<file path="src/rtl/or1200_pc_redirect_ctrl_if.sv">
// Redirect handshake between the PC redirect controller and the fetch stage.
// The controller drives valid/addr/src, and fetch answers with ready.
interface or1200_pc_redirect_ctrl_if;
    logic        valid;
    logic        ready;
    logic [31:0] addr;
    logic [2:0]  src;

    modport master (output valid, output addr, output src, input ready);
    modport slave  (input valid, input addr, input src, output ready);
endinterface

</file>
<file path="src/rtl/or1200_pc_redirect_ctrl.sv">
// Arbitrates non-sequential fetch PC updates (debug, SPR NPC write, exception, branch/RFE)
// and holds the winning target in a valid/ready handshake until fetch takes it.
module or1200_pc_redirect_ctrl #(
    parameter logic [19:0] EPH0_P  = 20'h00000,
    parameter logic [19:0] EPH1_P  = 20'hF0000,
    parameter logic [7:0]  EXC_OFS = 8'h00
) (
    input  logic        clk,
    input  logic        rst,
    input  logic        du_flush_pipe,
    input  logic [31:0] du_npc,
    input  logic        spr_pc_we,
    input  logic [31:0] spr_dat_i,
    input  logic        except_start,
    input  logic [3:0]  except_type,
    input  logic        except_prefix,
    input  logic [2:0]  branch_op,
    input  logic        flag,
    input  logic [29:0] ex_branch_addrtarget,
    input  logic [31:0] operand_b,
    input  logic [31:0] epcr,
    input  logic [2:0]  pre_branch_op,
    input  logic        lsu_stall,
    input  logic        genpc_refetch,
    or1200_pc_redirect_ctrl_if.master redir,
    output logic        ex_branch_taken,
    output logic        branch_busy,
    output logic        wait_lsu,
    output logic        genpc_refetch_r
);

    typedef enum logic [1:0] {
        ST_IDLE = 2'd0,
        ST_PEND = 2'd1,
        ST_LSUW = 2'd2
    } state_t;

    localparam logic [2:0] SRC_NONE = 3'd0;
    localparam logic [2:0] SRC_DU   = 3'd1;
    localparam logic [2:0] SRC_SPR  = 3'd2;
    localparam logic [2:0] SRC_EXC  = 3'd3;
    localparam logic [2:0] SRC_BR   = 3'd4;
    localparam logic [2:0] SRC_RFE  = 3'd5;

    // Larger rank wins; branch and RFE share the lowest live rank.
    function automatic logic [2:0] src_rank(input logic [2:0] src);
        logic [2:0] rank;
        case (src)
            SRC_DU:  rank = 3'd4;
            SRC_SPR: rank = 3'd3;
            SRC_EXC: rank = 3'd2;
            SRC_BR:  rank = 3'd1;
            SRC_RFE: rank = 3'd1;
            default: rank = 3'd0;
        endcase
        return rank;
    endfunction

    state_t      state_r, state_n_s;
    logic [31:0] addr_r;
    logic [2:0]  src_r;
    logic        valid_r, busy_r, taken_r, wait_lsu_r, refetch_r;
    logic [2:0]  req_src_s;
    logic [31:0] req_addr_s;
    logic        cap_s;

    // Decode the single winning request of this cycle and its target address.
    always_comb begin
        req_src_s  = SRC_NONE;
        req_addr_s = 32'h0000_0000;
        if (du_flush_pipe) begin
            req_src_s  = SRC_DU;
            req_addr_s = du_npc;
        end else if (spr_pc_we) begin
            req_src_s  = SRC_SPR;
            req_addr_s = spr_dat_i;
        end else if (except_start) begin
            req_src_s  = SRC_EXC;
            req_addr_s = {(except_prefix ? EPH1_P : EPH0_P), except_type, EXC_OFS};
        end else begin
            case (branch_op)
                3'd1, 3'd3: begin
                    req_src_s  = SRC_BR;
                    req_addr_s = {ex_branch_addrtarget, 2'b00};
                end
                3'd2: begin
                    req_src_s  = SRC_BR;
                    req_addr_s = operand_b;
                end
                3'd4, 3'd5: begin
                    // BF takes on flag set, BNF on flag clear.
                    if (flag == (branch_op == 3'd4)) begin
                        req_src_s  = SRC_BR;
                        req_addr_s = {ex_branch_addrtarget, 2'b00};
                    end else begin
                        req_src_s  = SRC_NONE;
                    end
                end
                3'd6: begin
                    req_src_s  = SRC_RFE;
                    req_addr_s = epcr;
                end
                default: req_src_s = SRC_NONE;
            endcase
        end
    end

    // Next-state and capture decision.
    always_comb begin
        state_n_s = state_r;
        cap_s     = 1'b0;
        case (state_r)
            ST_IDLE: begin
                if (req_src_s != SRC_NONE) begin
                    cap_s     = 1'b1;
                    state_n_s = (src_rank(req_src_s) == 3'd1 && lsu_stall) ? ST_LSUW : ST_PEND;
                end else begin
                    state_n_s = ST_IDLE;
                end
            end
            ST_PEND: begin
                if (redir.ready) begin
                    cap_s     = (req_src_s != SRC_NONE);
                    state_n_s = (req_src_s != SRC_NONE) ? ST_PEND : ST_IDLE;
                end else if (src_rank(req_src_s) > src_rank(src_r)) begin
                    cap_s = 1'b1;
                end else begin
                    cap_s = 1'b0;
                end
            end
            ST_LSUW: begin
                // Only DU/SPR/EXC may displace a branch parked behind the LSU.
                if (src_rank(req_src_s) >= 3'd2) begin
                    cap_s     = 1'b1;
                    state_n_s = ST_PEND;
                end else if (!lsu_stall) begin
                    state_n_s = ST_PEND;
                end else begin
                    state_n_s = ST_LSUW;
                end
            end
            default: state_n_s = ST_IDLE;
        endcase
    end

    // State, captured redirect and registered handshake outputs.
    always_ff @(posedge clk or posedge rst) begin
        if (rst) begin
            state_r <= ST_IDLE;
            addr_r  <= 32'h0000_0000;
            src_r   <= SRC_NONE;
            valid_r <= 1'b0;
            busy_r  <= 1'b0;
            taken_r <= 1'b0;
        end else begin
            state_r <= state_n_s;
            valid_r <= (state_n_s == ST_PEND);
            busy_r  <= (state_n_s != ST_IDLE);
            taken_r <= cap_s && (src_rank(req_src_s) <= 3'd2);
            if (cap_s) begin
                addr_r <= req_addr_s;
                src_r  <= req_src_s;
            end else if (state_n_s == ST_IDLE) begin
                src_r  <= SRC_NONE;
            end
        end
    end

    // LSU-wait flag for ID-stage branches and the delayed refetch request.
    always_ff @(posedge clk or posedge rst) begin
        if (rst) begin
            wait_lsu_r <= 1'b0;
            refetch_r  <= 1'b0;
        end else begin
            refetch_r <= genpc_refetch;
            if (!wait_lsu_r && (pre_branch_op != 3'd0) && lsu_stall) begin
                wait_lsu_r <= 1'b1;
            end else if (pre_branch_op == 3'd0) begin
                wait_lsu_r <= 1'b0;
            end
        end
    end

    assign redir.valid     = valid_r;
    assign redir.addr      = addr_r;
    assign redir.src       = src_r;
    assign ex_branch_taken = taken_r;
    assign branch_busy     = busy_r;
    assign wait_lsu        = wait_lsu_r;
    assign genpc_refetch_r = refetch_r;

endmodule
</file>
<file path="src/flat_wrapper.sv">
// flat-port wrapper written by rule: the top's interface ports become plain ports
module or1200_pc_redirect_ctrl_flat 
#(
    parameter logic [19:0] EPH0_P  = 20'h00000,
    parameter logic [19:0] EPH1_P  = 20'hF0000,
    parameter logic [7:0]  EXC_OFS = 8'h00
)
  (clk, rst, du_flush_pipe, du_npc, spr_pc_we, spr_dat_i, except_start, except_type, except_prefix, branch_op, flag, ex_branch_addrtarget, operand_b, epcr, pre_branch_op, lsu_stall, genpc_refetch, ex_branch_taken, branch_busy, wait_lsu, genpc_refetch_r, redir_valid, redir_addr, redir_src, redir_ready);
  or1200_pc_redirect_ctrl_if redir_i ();
  input  logic clk;
  input  logic rst;
  input  logic du_flush_pipe;
  input  logic [31:0] du_npc;
  input  logic spr_pc_we;
  input  logic [31:0] spr_dat_i;
  input  logic except_start;
  input  logic [3:0] except_type;
  input  logic except_prefix;
  input  logic [2:0] branch_op;
  input  logic flag;
  input  logic [29:0] ex_branch_addrtarget;
  input  logic [31:0] operand_b;
  input  logic [31:0] epcr;
  input  logic [2:0] pre_branch_op;
  input  logic lsu_stall;
  input  logic genpc_refetch;
  output logic ex_branch_taken;
  output logic branch_busy;
  output logic wait_lsu;
  output logic genpc_refetch_r;
  output wire logic [$bits(redir_i.valid)-1:0] redir_valid;
  output wire logic [$bits(redir_i.addr)-1:0] redir_addr;
  output wire logic [$bits(redir_i.src)-1:0] redir_src;
  input wire logic [$bits(redir_i.ready)-1:0] redir_ready;
  assign redir_valid = redir_i.valid;
  assign redir_addr = redir_i.addr;
  assign redir_src = redir_i.src;
  assign redir_i.ready = redir_ready;
  or1200_pc_redirect_ctrl #(.EPH0_P(EPH0_P), .EPH1_P(EPH1_P), .EXC_OFS(EXC_OFS)) u_core (.clk(clk), .rst(rst), .du_flush_pipe(du_flush_pipe), .du_npc(du_npc), .spr_pc_we(spr_pc_we), .spr_dat_i(spr_dat_i), .except_start(except_start), .except_type(except_type), .except_prefix(except_prefix), .branch_op(branch_op), .flag(flag), .ex_branch_addrtarget(ex_branch_addrtarget), .operand_b(operand_b), .epcr(epcr), .pre_branch_op(pre_branch_op), .lsu_stall(lsu_stall), .genpc_refetch(genpc_refetch), .redir(redir_i), .ex_branch_taken(ex_branch_taken), .branch_busy(branch_busy), .wait_lsu(wait_lsu), .genpc_refetch_r(genpc_refetch_r));
endmodule
</file>
<file path="config.mk">
export PLATFORM = sky130hd
export DESIGN_NAME = or1200_pc_redirect_ctrl_flat
export DESIGN_NICKNAME = d
export VERILOG_FILES = /design/src/rtl/or1200_pc_redirect_ctrl_if.sv /design/src/rtl/or1200_pc_redirect_ctrl.sv /design/src/flat_wrapper.sv
export SDC_FILE = /design/constraint.sdc
export NUM_CORES = 1
export LEC_CHECK = 0
export CAP_MARGIN = 10
export CORE_UTILIZATION = 38
export CTS_CLUSTER_DIAMETER = 50
export DETAILED_ROUTE_END_ITERATION = 8
export PLACE_DENSITY = 0.91
export SETUP_SLACK_MARGIN = 0.02
export SLEW_MARGIN = 20
export SYNTH_ARGS = -nofsm -noshare
export SYNTH_HDL_FRONTEND = slang
export SYNTH_SLANG_ARGS = --single-unit
export TNS_END_PERCENT = 50
</file>
<file path="constraint.sdc">
create_clock -name clk -period 4.4 [get_ports clk]
set_input_delay 0.88 -clock clk [delete_from_list [all_inputs] [get_ports clk]]
set_output_delay 0.88 -clock clk [all_outputs]
set_load 0.03 [all_outputs]
</file>
---- After elaboration in Yosys (flattened, before gate mapping) ----
Cells that the tools add are included.
word-level totals
  bits in registers ....................... 42
  input bits .............................. 178
  output and inout port bits .............. 40
  word-level logic and storage cells ...... 86
cells by class
  $lt $le $gt $ge ......................... 3
  equality and inequality tests ........... 21
  multiplexer cells ....................... 36
  reductions and logical operators ........ 18
operators with widths
  kind                count
  $mux 32             4
  $pmux 32 s4         1
  $mux 3              13
  $pmux 3 s4          2
  $eq 3x3->1 const B  7
  $mux 20             1
  $eq 3x2->1 const B  6
  $eq 3x1->1 const B  4
  $mux 2              5
  $pmux 3 s3          1
  $reduce_or 2->1     4
  $mux 1              7
  $pmux 2 s3          1
  $reduce_bool 2->1   3
  $reduce_bool 3->1   2
  $eq 2x1->1 const B  2
  $logic_and 1x1->1   4
  $logic_not 2->1     2
  $ge 3x2->1 const B  1
  $gt 3x3->1          1
  $le 3x2->1 const B  1
  $logic_not 3->1     1
  $pmux 1 s3          1
  $reduce_or 3->1     1
  other kinds (3)     3

---- Depth between registers and ports, before layout ----
  depth after elaboration ................. 20
  mapped depth ............................ 11
  depth with buffers taken out ............ 9

---- Least setup slack after synthesis ----
No wires, ideal clock.
  path type ............................... input port to flip-flop
  from .................................... input branch_op[2]
  to ...................................... register u_core.addr_r[0], in the netlist u_core.redir.addr[0]
  data arrival time ....................... 2.900 ns
  setup slack ............................. 1.375 ns
  stages on the path ...................... 11
  buffers on the path ..................... 2
  path through ............................ buf_2 -> a211o_1 -> nand2_1 -> nor2_1 -> o21bai_1 -> ha_1 -> a311oi_1 -> a21oi_1 -> nor2_2 -> buf_6 -> mux2_2
between the ends
  cells in the longest elaborated chain, start to end .. 16
RTL lines
  item                       RTL line                                                      RTL
  start: declaration         flat_wrapper.sv:19                                            input logic [2:0] branch_op;
  $eq 3x3->1                 or1200_pc_redirect_ctrl.sv:81, or1200_pc_redirect_ctrl.sv:92
  $eq 1x1->1                 or1200_pc_redirect_ctrl.sv:92                                 if (flag == (branch_op == 3'd4)) begin
  $mux 3                     or1200_pc_redirect_ctrl.sv:92
  $pmux 3 s3                 or1200_pc_redirect_ctrl.sv:81                                 case (branch_op)
  $mux 3                     or1200_pc_redirect_ctrl.sv:77                                 end else if (except_start) begin
  $mux 3                     or1200_pc_redirect_ctrl.sv:74                                 end else if (spr_pc_we) begin
  $mux 3                     or1200_pc_redirect_ctrl.sv:71                                 if (du_flush_pipe) begin
  $eq 3x3->1                 or1200_pc_redirect_ctrl.sv:48                                 case (src)
  $reduce_or 2->1 (no line)  --
  $pmux 3 s4                 or1200_pc_redirect_ctrl.sv:48
  $mux 3                     or1200_pc_redirect_ctrl.sv:122                                if (redir.ready) begin
  $mux 3                     or1200_pc_redirect_ctrl.sv:112                                case (state_r)
  $gt 3x3->1                 or1200_pc_redirect_ctrl.sv:125                                end else if (src_rank(req_src_s) > src_rank(src_r)) begin
  $mux 1                     or1200_pc_redirect_ctrl.sv:125
  $mux 1                     or1200_pc_redirect_ctrl.sv:122
  $pmux 1 s3                 or1200_pc_redirect_ctrl.sv:112
  end signal: assignment     or1200_pc_redirect_ctrl.sv:161                                addr_r <= req_addr_s;
  end: declaration           or1200_pc_redirect_ctrl.sv:60                                 logic [31:0] addr_r;
Several ways; a longest one is shown, not always the timed one. The select of a mux whose other input is x is not followed.
A chain may end at the register's enable or synchronous reset.

---- Worst setup path after layout ----
  from .................................... input branch_op[1]
  to ...................................... register u_core.src_r[0], in the netlist u_core.redir.src[0]
between the ends
  cells in the longest elaborated chain, start to end .. 19
RTL lines
  item                         RTL line                                                      RTL
  $eq 3x3->1                   or1200_pc_redirect_ctrl.sv:81, or1200_pc_redirect_ctrl.sv:92
  $eq 1x1->1                   or1200_pc_redirect_ctrl.sv:92
  $mux 3                       or1200_pc_redirect_ctrl.sv:92
  $pmux 3 s3 (*)               or1200_pc_redirect_ctrl.sv:81
  $mux 3 (*)                   or1200_pc_redirect_ctrl.sv:77
  $mux 3 (*)                   or1200_pc_redirect_ctrl.sv:74
  $mux 3 (*)                   or1200_pc_redirect_ctrl.sv:71
  $eq 3x3->1                   or1200_pc_redirect_ctrl.sv:48
  [3 not listed]               --
  $mux 3                       or1200_pc_redirect_ctrl.sv:112
  $eq 3x1->1                   or1200_pc_redirect_ctrl.sv:116                                state_n_s = (src_rank(req_src_s) == 3'd1 && lsu_stall) ? ST_LSUW : ST_PEND;
  $logic_and 1x1->1            or1200_pc_redirect_ctrl.sv:116
  $mux 2                       or1200_pc_redirect_ctrl.sv:116
  $mux 2                       or1200_pc_redirect_ctrl.sv:114                                if (req_src_s != SRC_NONE) begin
  $pmux 2 s3                   or1200_pc_redirect_ctrl.sv:112
  $logic_not 2->1              or1200_pc_redirect_ctrl.sv:163                                end else if (state_n_s == ST_IDLE) begin
  $reduce_bool 2->1 (no line)  --
  end signal: assignment       or1200_pc_redirect_ctrl.sv:162                                src_r <= req_src_s;
  end: declaration             or1200_pc_redirect_ctrl.sv:61                                 logic [2:0] src_r;
Mark *: on every way between the ends. The rest lies on a longest branch, timed or not. The select of a mux whose other input is x is not followed.

==> key figures <==
Timing
  – Minimum clock period: 3650 ps
  – Slew headroom: 0.230
  – Final hold violation count: 0
  – Final Max Slew Viols: 0
  – Part of the cycle the worst path needs: 0.829
  – Max Clock Freq: 274 MHz
  – Worst-Margin Slew: 1150 ps
  – Setup Total Neg Slack: 0 ps
  – Worst Skew: 8.69 ps
  – Final Setup Violations: 0
  – RSZ-0062 raised after global routing: no

Synthesis
  – Synthesized flop and latch total: 42
  – Syn Nets: 508
  – Mapped Area: 0.00306 mm²
  – Post-Syn Area per Cell: 9.36 µm²
  – EDFF count, synth: 0
  – Sequential cell area fraction in the yosys report: 0.343
  – Yosys cell types: 48
  – Warnings, synthesis: 0
  – Asr flop ratio synth: 1.00
  – Syn Inst Count: 327
  – Main synth FF type: dfrtp_1

Power
  – Net switching power: 0.766 mW
  – Power density over the cells: 360 mW/mm²
  – Sw Share: 0.398
  – Power Internal: 1.16 mW
  – Leak: 2.08 nW
  – Maximum vdd drop: 0.181 mV
  – Flop pwr share: 0.302
  – Clock network power share: 0.136
  – Proportion of power drawn by combinational gates: 0.562

Die
  – Die Span Y: 91.7 µm
  – Total I/O pin count: 218
  – Die width: 91.7 µm
  – Core Box Area: 0.00777 mm²
  – Initial Util: 0.394
  – # rows: 32
  – Die footprint: 0.00842 mm²

CTS
  – Clock Path Buffers: 2
  – Cts repair resizes: 0
  – CTS H-tree depth: 2
  – Hold_buf cts: 0
  – Clock buffer count from CTS: 5
  – Clk sinks: 42
  – Total setup buffers inserted after CTS: 0
  – CTS tree: done
  – Root Buffer: clkbuf_8
  – Clk_lat worst skew: 290 ps
  – CTS clk-pin slew, worst paths: 80 ps

GRT
  – First-pass GRT wire length: 18,400 µm
  – Largest net degree at the start of global routing: 43
  – Number of global-route vias before repair: 3,679
  – GRT Resource Usage Total: 0.280
  – Grt ovf: 0
  – Initial antenna violation count: 0

Finish
  – Layout Nets: 709
  – Layout area overhead: 74.8%
  – Layout cells sized above 1: 0.130
  – Post-Layout Cell Count: 631
  – # diodes: 0
  – Filler cells: 612

Drt
  – Routed wire length: 11,700 µm
  – Antenna Nets Post-Route: 0
  – DRC viols: 0
  – Drt wl/cell: 18.6 µm
  – Vias: 3,485
  – Via density per instance: 5.52
  – Detailed-router iteration count before antenna repair: 4
  – Initial DRC count: 152

Hold path
  – Hold depth: 1
  – Hold Path Sink: u_core.redir.addr[1]
  – Start point of the worst hold path: u_core.redir.addr[1]
  – Hold WC Path Type: reg2reg

Placed design
  – Half-perimeter wire length after detailed placement: 9080 µm
  – Placer congestion estimate: 0.875
  – Port Buf Inserts: 217
  – Placed insts: 623

Job
  – Max-Cap Viols: 0

Worst setup path
  – Worst EP required: 4580 ps
  – Critical Path Start Type: input pin
  – Crit Path Category: in2reg
  – CP cell instances: clkdlybuf4s50_1 -> a211o_1 -> nand2_1 -> nor2_1 -> o21bai_1 -> ha_1 -> a311oi_1 -> a21oi_2 -> or2_2 -> a31o_2
  – CP arrival: 3820 ps
  – Flop2flop setup slack: 1700 ps
  – R2R Path End: u_core.redir.src[0]
  – Worst-path fanout max: 22
  – Reg-to-Reg Start: u_core.redir.src[2]
  – CP max-delay cell: or2_2
  – R2R cell count: 7
  – Critical Path Sink Type: register
  – CP peak stage delay: 590 ps

Outcome
  – Status: finished, final reports clean
-- worst max-delay path: cells and delay by family --
kind | cells | cell delay, ps
AO/OA/AOI/OAI | 5 | 1410
adder cells (fa/ha/maj) | 1 | 240
buffers and inverters | 1 | 510
AND/OR/NAND/NOR | 3 | 760
-- power by group through the flow --
stage	registers, mW	logic, mW	clock network, mW
floorplan	0.821	0.349	0
global placement	0.583	1.06	0
detailed placement	0.587	1.08	0
CTS	0.581	1.08	0.267
global route	0.595	1.15	0.284
finish	0.581	1.08	0.262
-- placed cells by master, fill, tap and decap left out, types with 7 or more instances in the layout --
cell type	instances
nor2_1	10
dfrtp_1	42
mux2i_1	19
nor2b_1	20
buf_4	7
o21ai_0	51
a22oi_1	28
nand2_1	9
clkdlybuf4s50_1	215
o31ai_1	7
a21oi_1	22
mux2_2	28
o31ai_2	10
-- registers in the layout, summed over array words and instances (netlist names) --
register                count
u_core.ex_branch_taken      1
u_core.branch_busy          1
u_core.state_r              2
u_core.redir.valid          1
u_core.genpc_refetch_r      1
u_core.redir.src            3
u_core.redir.addr          32
u_core.wait_lsu             1
-- worst max-delay path by stage --
stage / to / cells past startpoint / from / slack, ps
2_1_floorplan: u_core.redir.addr[0] / 11 / branch_op[2] / 1370
3_3_place_gp: u_core.redir.src[0] / 10 / branch_op[1] / 600
3_5_place_dp: u_core.redir.addr[31] / 10 / branch_op[1] / 450
4_1_cts: u_core.redir.addr[31] / 10 / branch_op[1] / 760
5_1_grt: u_core.redir.addr[10] / 10 / branch_op[1] / 500
6_report: u_core.redir.src[0] / 10 / branch_op[1] / 750
-- cell type report --
class,count,area [µm²],area share
inverter,3,11.3,0.00210
timing repair buffer,224,2210,0.414
multi-input combinational,252,1850,0.346
clock buffer,6,82.6,0.0154
sequential,42,1050,0.196
clock inverter,2,12.5,0.00234
tap,102,128,0.0239
-- through the flow --
step / worst slack, ps / area (µm²) / hold WS (ps) / power (mW) / util
CTS: 759 / 5350 / 522 / 1.93 / 0.688
floorplan: 1370 / 3060 / 527 / 1.17 / -
finish: 751 / 5350 / 519 / 1.93 / 0.689
global placement: 604 / 5250 / 489 / 1.64 / 0.676
global route: 502 / 5350 / 545 / 2.03 / 0.689
detailed placement: 446 / 5250 / 496 / 1.67 / 0.676
-- kinds of logic after synthesis --
family,synth area share
AO/OA/AOI/OAI,0.309
AND/OR/NAND/NOR,0.112
multiplexers,0.170
flip-flops,0.343
buffers and inverters,0.0540
adder cells (fa/ha/maj),0.0123
-- synthesized netlist by cell type, types with 2 or more instances --
library cell / count / area, µm²
o21ai_0: 51 / 255
dfrtp_1: 42 / 1050
a22oi_1: 28 / 210
mux2_2: 28 / 315
a21oi_1: 23 / 115
nor2b_1: 20 / 125
mux2i_1: 19 / 190
clkbuf_1: 12 / 45.0
buf_2: 11 / 55.1
nor2_1: 11 / 41.3
o31ai_2: 10 / 125
nand2_1: 9 / 33.8
o31ai_1: 7 / 52.6
a211oi_1: 4 / 30.0
a221oi_1: 4 / 35.0
nor3_1: 4 / 20.0
a31o_2: 3 / 26.3
buf_6: 3 / 33.8
ha_1: 3 / 37.5
inv_1: 3 / 11.3
and2_1: 2 / 12.5
buf_1: 2 / 7.51
nand2b_1: 2 / 12.5
nand3_1: 2 / 10.0
-- per-layer routing --
layer  track usage  wire length [µm]  vias to the layer above
met5             0                 0                        -
met4        0.0911               302                        0
met3        0.0680              1070                       23
met2         0.509              6000                      177
met1         0.320              4340                     1647
li1              -                 -                     1638
Power figures use the tool's default switching activity.
